**src/rtl/down_counter.sv**
```systemverilog
// ============================================================================
// down_counter : free-running down-counter with tc/wrap status; optional
//                DOWNCOUNTER_SATURATE_EN holds at zero instead of reloading.
// Revision     : 1.0
// ============================================================================
`default_nettype none

module down_counter #(
  parameter int WIDTH      = 4,
  parameter int MAX_VALUE  = (2 ** WIDTH) - 1,
  parameter int WRAP_CNT_W = 8
) (
  input  logic                  clk,
  input  logic                  reset,
  output logic [WIDTH-1:0]      counter,
  output logic                  tc,
  output logic                  wrap,
  output logic [WRAP_CNT_W-1:0] wrap_cnt
);

  localparam logic [WIDTH-1:0] C_RELOAD = WIDTH'(MAX_VALUE);

  logic [WIDTH-1:0]      counter_q, counter_d;
  logic                  wrap_q, wrap_d;
  logic [WRAP_CNT_W-1:0] wrap_cnt_q, wrap_cnt_d;
  logic                  w_zero;

  assign w_zero = (counter_q == '0);

  always_comb begin
    counter_d  = counter_q;
    wrap_d     = 1'b0;
    wrap_cnt_d = wrap_cnt_q;
    if (!w_zero) begin
      counter_d = counter_q - 1'b1;
    end else begin
`ifdef DOWNCOUNTER_SATURATE_EN
      counter_d = '0;
`else
      counter_d = C_RELOAD;
      wrap_d    = 1'b1;
      // Event counter sticks at all-ones; wrap pulses keep coming regardless.
      if (wrap_cnt_q != '1) begin
        wrap_cnt_d = wrap_cnt_q + 1'b1;
      end
`endif
    end
  end

  always_ff @(posedge clk) begin
    if (reset) begin
      counter_q  <= C_RELOAD;
      wrap_q     <= 1'b0;
      wrap_cnt_q <= '0;
    end else begin
      counter_q  <= counter_d;
      wrap_q     <= wrap_d;
      wrap_cnt_q <= wrap_cnt_d;
    end
  end

  assign counter  = counter_q;
  assign tc       = w_zero;
  assign wrap     = wrap_q;
  assign wrap_cnt = wrap_cnt_q;

endmodule

`default_nettype wire

```
**config.mk**
```make
export PLATFORM = sky130hd
export DESIGN_NAME = down_counter
export DESIGN_NICKNAME = d
export VERILOG_FILES = /design/src/rtl/down_counter.sv
export SDC_FILE = /design/constraint.sdc
export NUM_CORES = 1
export LEC_CHECK = 0
export BUFFER_PORTS_ARGS = -buffer_cell sky130_fd_sc_hd__buf_4
export CORE_MARGIN = 2
export CORE_UTILIZATION = 40
export CTS_CLUSTER_SIZE = 14
export DETAILED_ROUTE_END_ITERATION = 6
export PLACE_DENSITY = 0.63
export SLEW_MARGIN = 15
export SYNTH_ARGS = -nofsm -noshare
export SYNTH_HDL_FRONTEND = slang
export SYNTH_SLANG_ARGS = --single-unit
```
**constraint.sdc**
```tcl
create_clock -name clk -period 2.1 [get_ports clk]
set_input_delay 0.42 -clock clk [delete_from_list [all_inputs] [get_ports clk]]
set_output_delay 0.42 -clock clk [all_outputs]
set_load 0.03 [all_outputs]
```
==> results.md, run 1 <==
- Status: finished clean
- Clk_skew: 4.438 ps
- Number of synthesized flops with an enable pin: 0
- Rows: 13
- Share of cells above drive strength 1: 26.25%
- Die width: between 40 and 50 um
- Int Power: 338.7 uW
- Largest cells by area after synthesis: dfxtp_1 (44%), ha_1 (4.3%), nor2_1 (3.8%)
- Pleak: 0.3425 nW
- Top-area cell type share of the netlist area: 44.35%
- CP Buf/Inv Count: 2
- Tmin final: 1873 ps
- Clock slew at reported path FFs: 80 ps
- Post-DP HPWL: 796.5 um
- Hold_buf cts: 0
- Setup CP Type: flip-flop to primary output
- CTS root buf: clkbuf_4
- Syn Inst Count: 62
- Sequential share of power: about three fifths
- Clk pwr share: 34.3%
- Worst skew pair latency: between 200 and 300 ps
- Hold WC Path Type: input pin to flip-flop
- Count leader, synth: dfxtp_1
- Cell Pwr Density: 595.3 mW/mm^2
- Area Growth Syn to Fin: 26.23%
- Min Hold Slack: 398.3 ps
- Post-Route WL: between 1 and 1.5 mm
- Antenna violations before repair: 0
- Worst endpoint data arrival time: 1450 ps
- RSZ-0062 raised after global routing: no
- Gp weighted congestion: 0.7739
- 1st-iter DRT viols: 7
- Crit start category: flip-flop
- Port buffer count: 15
- Post-synthesis mux area share: 1.706%
- First-pass GRT wire length: 1.863 mm
- Die height: approximately 42 um
- Maximum vdd ir drop: 471.4 uV
- Clock sinks: 13
- Initial DRT Pass Iterations: 4
- Post-synth ARST share: 0%
- Crit Path Max Fanout: 9
- Post-Synthesis Cell Area: 586.8 um^2
- Unique masters post-synth: 29
- Setup TNS: 0 ps
- Cts bufs inserted: 3
- Main combinational cell family by area after synthesis: simple AND/OR/NAND/NOR gates
- Largest net degree at the start of global routing: 13
- Post-synth top flop: dfxtp_1
- Slowest stage cell, crit path: nor3b_4
- Nets: 85
- Final setup vio count: 0
- Fin. Hold Viols: 0
- FMAX: 534.0 MHz
- Gr ovfl total: 0
- # diodes: 0
- CTS tree: done
- Post-synth top cells: dfxtp_1 (13), nor2_1 (6), a21oi_1 (4), nor3_1 (4)
- Global-route usage over all layers: 14.26%
- DR vias: 500
- YS warnings: 0
- Max incr delay on CP: 370 ps
- Syn Nets: 66
- Die ar.: 0.001789 mm^2
- Initial Util: 44.00%
- Sw Ratio: 23.20%
- Syn_area_per_cell: 9.465 um^2
- Vias in the first global route: 432
- Vias per cell: 5.263
- Psw: 102.3 uW
- DR WL/cell: around 11 um
- Synth Area in Compound Gates: 15.99%
- H-tree depth: 1
- Comb power frac: 7.6%
- Worst-margin pin slew: 371.6 ps
- Core area: 0.001334 mm^2
- Post-Synth Simple-Gate Area: roughly 28%
- Count of final max-slew check failures: 0
- DRC violations left: 0
- Slew Limit Headroom: 74.97%
- Routed Antenna Nets: 0
- CP cell instances: inv_1 > ha_1 > nor3b_4 > buf_4
- Max Cap Viol: 0
- Ratio of final minimum period to clock period: approximately nine tenths
- IO Pins: 16
- Data required, critical path: approximately 1700 ps
- Post-synthesis adder-cell area fraction: 4.264%
- Cell family contributing the most delay on the critical path: simple AND/OR/NAND/NOR gates
- Seq/Total Area, Yosys: approximately 44%
- Flops & latches, synth: 13
- Synth Area in XOR/XNOR: 2.985%
- Cts repair resizes: 0
- Post-synth top area cell: dfxtp_1
- Setup bufs post-CTS: 0
- Clock Tree Buf Depth: 2
- Crit. End Element: primary output
==> power by group through the flow <==
stage	clock, mW	combinational, mW	sequential [mW]
2_1_floorplan	0	0.0133	0.271
3_3_place_gp	0	0.0345	0.262
3_5_place_dp	0	0.0341	0.262
4_1_cts	0.160	0.0342	0.256
5_1_grt	0.170	0.0382	0.257
6_report	0.151	0.0337	0.256
==> state kept, by name, indices dropped and copies added, names as in the netlist <==
| signal | cells |
|---|---|
| counter | 4 |
| wrap | 1 |
| wrap_cnt | 8 |
==> path summary, 6_finish.rpt <==
check,from,endpoint,slack (ps),cells past startpoint
worst max-delay path,counter[0],tc,230,4
worst min-delay path,reset,wrap_cnt[7],400,2
worst max register to register,counter[0],wrap_cnt[7],430,6
worst min register to register,counter[0],counter[0],420,1
==> kinds of logic after synthesis <==
family | count (synthesis)
buf+inv | 4
simple gates | 27
mux | 1
compound gates | 13
fa+ha+maj | 2
flops | 13
xor+xnor | 2
==> layout by cell type (no fill, tap or decap), drive strengths merged, types with 3 or more instances in the layout <==
cell type | netlist | layout
buf | 0 | 15
dfxtp | 13 | 13
nor2 | 6 | 6
a21oi | 4 | 4
nor3 | 4 | 4
clkbuf | 1 | 4
inv | 3 | 3
nand2 | 3 | 3
==> per-layer routing <==
metal	track usage [%]	vias to the layer above	share of wire (%)
li1	-	260	-
met1	17.02	224	48
met2	19.38	12	43
met3	6.466	4	6.3
met4	11.25	0	3.3
met5	0	-	0
==> final cells by class <==
class                      instances  area [um^2]
inverter                           3        11.26
sequential                        13        260.3
timing repair buffer              15        112.6
multi-input combinational         45        311.5
fill                             126        593.1
clock buffer                       4        26.28
tap                               15        18.77
==> per-stage QoR <==
stage                     utilization, %  setup slack [ps]  power [mW]  std cells  cell area (um^2)
after global placement             53.56             504.6      0.2966         91             714.4
after CTS                          55.53             208.9      0.4506         95             740.7
after detailed placement           53.56             445.2      0.2964         91             714.4
after global routing               55.53             105.2      0.4659         95             740.7
after floorplan                        -             181.1      0.2847         62             586.8
final                              55.53             227.3      0.4410         95             740.7
No activity file was read; power rests on OpenSTA's default activity.
==> run 2, diff against run 1 <==
--- a/config.mk
+++ b/config.mk
@@ -6,11 +6,13 @@
 export NUM_CORES = 1
 export LEC_CHECK = 0
 export BUFFER_PORTS_ARGS = -buffer_cell sky130_fd_sc_hd__buf_4
+export CELL_PAD_IN_SITES_DETAIL_PLACEMENT = 0
+export CELL_PAD_IN_SITES_GLOBAL_PLACEMENT = 2
 export CORE_MARGIN = 2
-export CORE_UTILIZATION = 40
+export CORE_UTILIZATION = 29
 export CTS_CLUSTER_SIZE = 14
 export DETAILED_ROUTE_END_ITERATION = 6
-export PLACE_DENSITY = 0.63
+export PLACE_DENSITY = 0.73
 export SLEW_MARGIN = 15
 export SYNTH_ARGS = -nofsm -noshare
 export SYNTH_HDL_FRONTEND = slang
==> run 2 against run 1 <==
  * Core utilization down 17 points
  * Fmax decreased by 1.1%
  * Critical path type unchanged
  * Sequential power about the same
  * Wire length grew 9.3%
  * Critical path depth is the same
  * Hold slack better by 8.6 ps
==> results.md, run 2 (synthesis gave the netlist of run 1 again) <==
- Nets: 85 (unchanged)
- Sequential cell area: 260.3 um^2 (unchanged)
- Crit Path Max Fanout: 9 (unchanged)
- Layout Cells excl Fill: 107 (was 95)
- Share of cells above drive strength 1: 26.25% (unchanged)
- R2R Path End: wrap_cnt[7] (unchanged)
- Int Power: 338.6 uW (was 338.7 uW)
- Die width: 48.99 um (was 42.30 um)
- Maximum vdd ir drop: 350.1 uV (was 471.4 uV)
- First-pass GRT wire length: 2.001 mm (was 1.863 mm)
- Psw: 106.8 uW (was 102.3 uW)
- FF-to-FF setup slack: 420 ps (was 430 ps)
- Max Cap Viol: 0 (unchanged)
- Crit start category: flip-flop (unchanged)
- Cell family contributing the most delay on the critical path: simple AND/OR/NAND/NOR gates (unchanged)
- Sw Ratio: 23.98% (was 23.20%)
- Area Growth Syn to Fin: 28.78% (was 26.23%)
- H-tree depth: 1 (unchanged)
- Setup CP Type: flip-flop to primary output (unchanged)
- Vias per cell: 4.710 (was 5.263)
- Worst endpoint data arrival time: 1470 ps (was 1450 ps)
- Setup WS post-layout: 205.6 ps (was 227.3 ps)
- Die ar.: 0.002400 mm^2 (was 0.001789 mm^2)
- Clock sinks: 13 (unchanged)
- Gp weighted congestion: 0.6982 (was 0.7739)
- DR vias: 504 (was 500)
- Hold_buf cts: 0 (unchanged)
- Status: finished clean (unchanged)
- Dpl ws: 433.3 ps (was 445.2 ps)
- Worst-margin pin slew: 407.1 ps (was 371.6 ps)
- Gr ovfl total: 0 (unchanged)
- Global-route usage over all layers: 11.14% (was 14.26%)
- Final setup vio count: 0 (unchanged)
- DR WL/cell: 10.79 um (was 11.12 um)
- Fin. Hold Viols: 0 (unchanged)
- Slew Limit Headroom: 72.57% (was 74.97%)
- DRC violations left: 0 (unchanged)
- Layout Utilization: 38.92% (was 55.53%)
- Met3 Use GR: 3.374% (was 6.466%)
- Cts bufs inserted: 3 (unchanged)
- IO Pins: 16 (unchanged)
- Post-Route WL: 1.154 mm (was 1.056 mm)
- Cell count after placement: 103 (was 91)
- Worst r2r src: counter[0] (unchanged)
- Initial Util: 30.22% (was 44.00%)
- Rows: 16 (was 13)
- Ratio of final minimum period to clock period: 90.21% (was 89.18%)
- Initial DRT Pass Iterations: 4 (unchanged)
- FMAX: 527.9 MHz (was 534.0 MHz)
- Area of the multi-input gates: 311.5 um^2 (unchanged)
- Data required, critical path: 1680 ps (about the same)
- Most frequent cells in the layout: buf_4 (15), dfxtp_1 (13), nor2_1 (6), a21oi_1 (4), nor3_1 (4) (unchanged)
- Commonest non-fill, non-tap cell in the layout: buf_4 (unchanged)
- RSZ-0062 raised after global routing: no (unchanged)
- Slowest stage cell, crit path: nor3b_4 (unchanged)
- CP cell instances: inv_1 > ha_1 > nor3b_4 > buf_4 (unchanged)
- Hold WC Path Type: input pin to flip-flop (unchanged)
- Routed Antenna Nets: 0 (unchanged)
- Pleak: 0.3425 nW (unchanged)
- Filler cells: 212 (was 126)
- Sequential share of power: 57.6% (was 58.1%)
- GR Layer Usage met1: 14.58% (was 17.02%)
- Clock slew at reported path FFs: 80 ps (about the same)
- CP Buf/Inv Count: 2 (unchanged)
- HP Start: reset (unchanged)
- CTS root buf: clkbuf_4 (unchanged)
- Worst Hold End: wrap_cnt[7] (unchanged)
- Setup bufs post-CTS: 0 (unchanged)
- Die height: 48.99 um (was 42.30 um)
- GRT Max-Usage Layer: met2 (unchanged)
- Cts repair resizes: 0 (unchanged)
- # diodes: 0 (unchanged)
- Largest net degree at the start of global routing: 13 (unchanged)
- Core area: 0.001942 mm^2 (was 0.001334 mm^2)
- Max incr delay on CP: 370 ps (about the same)
- Comb power frac: 7.7% (was 7.6%)
- Cell Pwr Density: 589.3 mW/mm^2 (was 595.3 mW/mm^2)
- CP startpoint: counter[0] (unchanged)
- Tmin final: 1894 ps (was 1873 ps)
- CTS tree: done (unchanged)
- Setup TNS: 0 ps (unchanged)
- Clk_skew: 4.256 ps (was 4.438 ps)
- Reg2Reg Depth: 6 (unchanged)
- GR met2 Demand/Resource: 15.07% (was 19.38%)
- Clock Tree Buf Depth: 2 (unchanged)
- Crit. End Element: primary output (unchanged)
- Vias in the first global route: 461 (was 432)
- 1st-iter DRT viols: 4 (was 7)
- Worst skew pair latency: 270 ps (was 280 ps)
- Max reg flops: 8 (unchanged)
- Hold Path Depth: 2 (unchanged)
- Count of final max-slew check failures: 0 (unchanged)
- Post-DP HPWL: 843.7 um (was 796.5 um)
- Port buffer count: 15 (unchanged)
- Antenna violations before repair: 0 (unchanged)
- Clk pwr share: 34.7% (was 34.3%)
run 2: cell counts in the layout (fill, tap and decap cells not counted):
No cell type changed its count.
run 2: metal layers:
metal	wire (um)	share of wire [%]
met5	0	0
met4	13	1.1
met3	54	4.7
met2	501	43
met1	585	51
run 2: power by group through the flow:
stage / Combinational [mW] / Clock, mW / Sequential, mW
detailed placement: 0.0349 / 0 / 0.262
floorplan: 0.0133 / 0 / 0.271
CTS: 0.0349 / 0.164 / 0.257
finish: 0.0343 / 0.155 / 0.256
global placement: 0.0354 / 0 / 0.262
global route: 0.0376 / 0.180 / 0.258
run 2: layout make-up:
type	count	area share (%)
repair buffers	15	14.90
multi-input cells	45	41.23
clock buffers	4	3.477
well taps	27	4.470
flip-flops and latches	13	34.44
inverters	3	1.490
run 2: how the worst max path moves through the flow:
stage	to	slack, ps	cells past startpoint
after floorplan	wrap_cnt[7]	180	6
after global placement	wrap_cnt[7]	480	6
after detailed placement	wrap_cnt[7]	430	6
after CTS	tc	200	4
after global routing	tc	80	4
final	tc	210	4
run 2: stage by stage:
| stage | total power [mW] | hold slack, ps | cell area (um^2) |
|---|---|---|---|
| 6_report | 0.4453 | 406.9 | 755.7 |
| 5_1_grt | 0.4747 | 396.5 | 755.7 |
| 4_1_cts | 0.4559 | 397.5 | 755.7 |
| 3_5_place_dp | 0.2973 | 404.0 | 729.5 |
| 3_3_place_gp | 0.2975 | 395.5 | 729.5 |
| 2_1_floorplan | 0.2847 | 491.6 | 586.8 |
==> run 3, diff against run 2 <==
==> constraint.sdc (replaced) <==
create_clock -name clk -period 2.1 [get_ports clk]
set_input_delay 0 -clock clk [delete_from_list [all_inputs] [get_ports clk]]
set_output_delay 0 -clock clk [all_outputs]
set_load 0.03 [all_outputs]
==> run 3 against run 2 <==
  * Sequential share of layout area fell by 0.45 points
  * First-iteration DRC count unchanged
  * Fmax grew 13%
  * Clock power hardly changed
  * Critical endpoint is now wrap_cnt[7]
  * Highest routed layer unchanged
==> results.md, run 3 (synthesis gave the netlist of run 1 again) <==
- Setup TNS: 0 ps (unchanged)
- Crit start category: flip-flop (unchanged)
- Vias in the first global route: 470 (was 461)
- Share of cells above drive strength 1: 25.93% (was 26.25%)
- Slew Limit Headroom: 72.57% (unchanged)
- Worst-margin pin slew: 407.1 ps (unchanged)
- Ratio of final minimum period to clock period: 79.83% (was 90.21%)
- H-tree depth: 1 (unchanged)
- 1st-iter DRT viols: 4 (unchanged)
- Cell family contributing the most delay on the critical path: simple AND/OR/NAND/NOR gates (unchanged)
- First-pass GRT wire length: 2.028 mm (was 2.001 mm)
- Layout Cells excl Fill: 108 (was 107)
- Worst skew pair latency: 270 ps (about the same)
- Die width: 48.99 um (unchanged)
- Max Cap Viol: 0 (unchanged)
- Final instance area: 765.7 um^2 (was 755.7 um^2)
- Vias per cell: 4.704 (was 4.710)
- Gr ovfl total: 0 (unchanged)
- Port buffer count: 15 (unchanged)
- Hold WC Path Type: flip-flop to flip-flop (was input pin to flip-flop)
- Data required, critical path: 2300 ps (was 1680 ps)
- Nets: 86 (was 85)
- DRC violations left: 0 (unchanged)
- Most frequent cells in the layout: buf_4 (15), dfxtp_1 (13), nor2_1 (6), a21oi_1 (4), nor3_1 (4) (unchanged)
- Layout Utilization: 39.43% (was 38.92%)
- Die height: 48.99 um (unchanged)
- FF-to-FF setup slack: 420 ps (about the same)
- Crit. End Element: flip-flop (was primary output)
- Post-Route WL: 1.166 mm (was 1.154 mm)
- # diodes: 0 (unchanged)
- Max incr delay on CP: 370 ps (about the same)
- Initial DRT Pass Iterations: 4 (unchanged)
- Clock Tree Buf Depth: 2 (unchanged)
- IO Pins: 16 (unchanged)
- Cts bufs inserted: 3 (unchanged)
- Crit Path Max Fanout: 9 (unchanged)
- Initial Util: 30.22% (unchanged)
- Cell Pwr Density: 583.6 mW/mm^2 (was 589.3 mW/mm^2)
- Rows: 16 (unchanged)
- Cell count after placement: 103 (unchanged)
- Area Growth Syn to Fin: 30.49% (was 28.78%)
- CTS tree: done (unchanged)
- Status: finished clean (unchanged)
- FMAX: 596.5 MHz (was 527.9 MHz)
- Core area: 0.001942 mm^2 (unchanged)
- Maximum vdd ir drop: 350.3 uV (was 350.1 uV)
- DR vias: 508 (was 504)
- Clock sinks: 13 (unchanged)
- Setup bufs post-CTS: 0 (unchanged)
- Largest net degree at the start of global routing: 13 (unchanged)
- CTS root buf: clkbuf_4 (unchanged)
- Cts repair resizes: 0 (unchanged)
- Global-route usage over all layers: 11.27% (was 11.14%)
- Post-DP HPWL: 843.7 um (unchanged)
- Pleak: 0.3466 nW (was 0.3425 nW)
- Antenna violations before repair: 0 (unchanged)
- Tmin final: 1676 ps (was 1894 ps)
- Commonest non-fill, non-tap cell in the layout: buf_4 (unchanged)
- Clk_skew: 4.256 ps (about the same)
- CP cell instances: inv_1 > ha_1 > nor3b_4 > and4_4 > a31oi_1 > a311oi_2 (was inv_1 > ha_1 > nor3b_4 > buf_4)
- Worst endpoint data arrival time: 1870 ps (was 1470 ps)
- Fin. Hold Viols: 0 (unchanged)
- Setup CP Type: flip-flop to flip-flop (was flip-flop to primary output)
- CP Buf/Inv Count: 1 (was 2)
- Die ar.: 0.002400 mm^2 (unchanged)
- Count of final max-slew check failures: 0 (unchanged)
- Routed Antenna Nets: 0 (unchanged)
- Gp weighted congestion: 0.6982 (unchanged)
- Slowest stage cell, crit path: nor3b_4 (unchanged)
- Dpl cell area: 729.5 um^2 (unchanged)
- Final setup vio count: 0 (unchanged)
- DR WL/cell: 10.80 um (was 10.79 um)
- Max reg flops: 8 (unchanged)
- RSZ-0062 raised after global routing: no (unchanged)
- Clock slew at reported path FFs: 80 ps (about the same)
==> run 3: cell types whose count changed in the layout (fill, tap and decap cells not counted) <==
cell	before	now
dlygate4sd3_1	0	1
==> run 3: routing by layer <==
layer,share of wire (%),up-vias,global-route usage [%]
met4,1.1,0,8.571
met3,3.8,2,3.067
li1,-,264,-
met2,44,9,15.53
met1,51,233,14.77
met5,0,-,0
==> run 3: report_power, final <==
group	switching, mW	internal (mW)
Clock	0.0811	0.0736
Combinational	0.0208	0.0150
Sequential	0.00521	0.251
==> run 3: what timing repair did <==
| action | in CTS | in global routing |
|---|---|---|
| hold endpoints to repair | 8 | 0 |
| hold buffers | 1 | 0 |
| setup endpoints to repair | 0 | 0 |
==> run 3: final timing paths <==
kind,start,endpoint,cells after the start
worst max-delay path,counter[0],wrap_cnt[7],6
worst min-delay path,counter[0],counter[0],1
worst max register to register,counter[0],wrap_cnt[7],6
worst min register to register,counter[0],counter[0],1
==> run 3: cell type report <==
cell class | count | area, um^2
inverters | 3 | 11.26
repair buffers | 16 | 122.6
clock buffers | 4 | 26.28
multi-input cells | 45 | 311.5
well taps | 27 | 33.78
fillers | 211 | 1176
flip-flops and latches | 13 | 260.3
==> run 3: stage by stage <==
stage | total power, mW | hold slack [ps] | worst slack (ps)
final | 0.4469 | 417.5 | 423.6
after global routing | 0.4764 | 456.8 | 276.5
after CTS | 0.4574 | 422.3 | 424.2
after detailed placement | 0.2973 | 284.7 | 433.3
after global placement | 0.2975 | 282.8 | 480.4
after floorplan | 0.2847 | 71.61 | 181.1
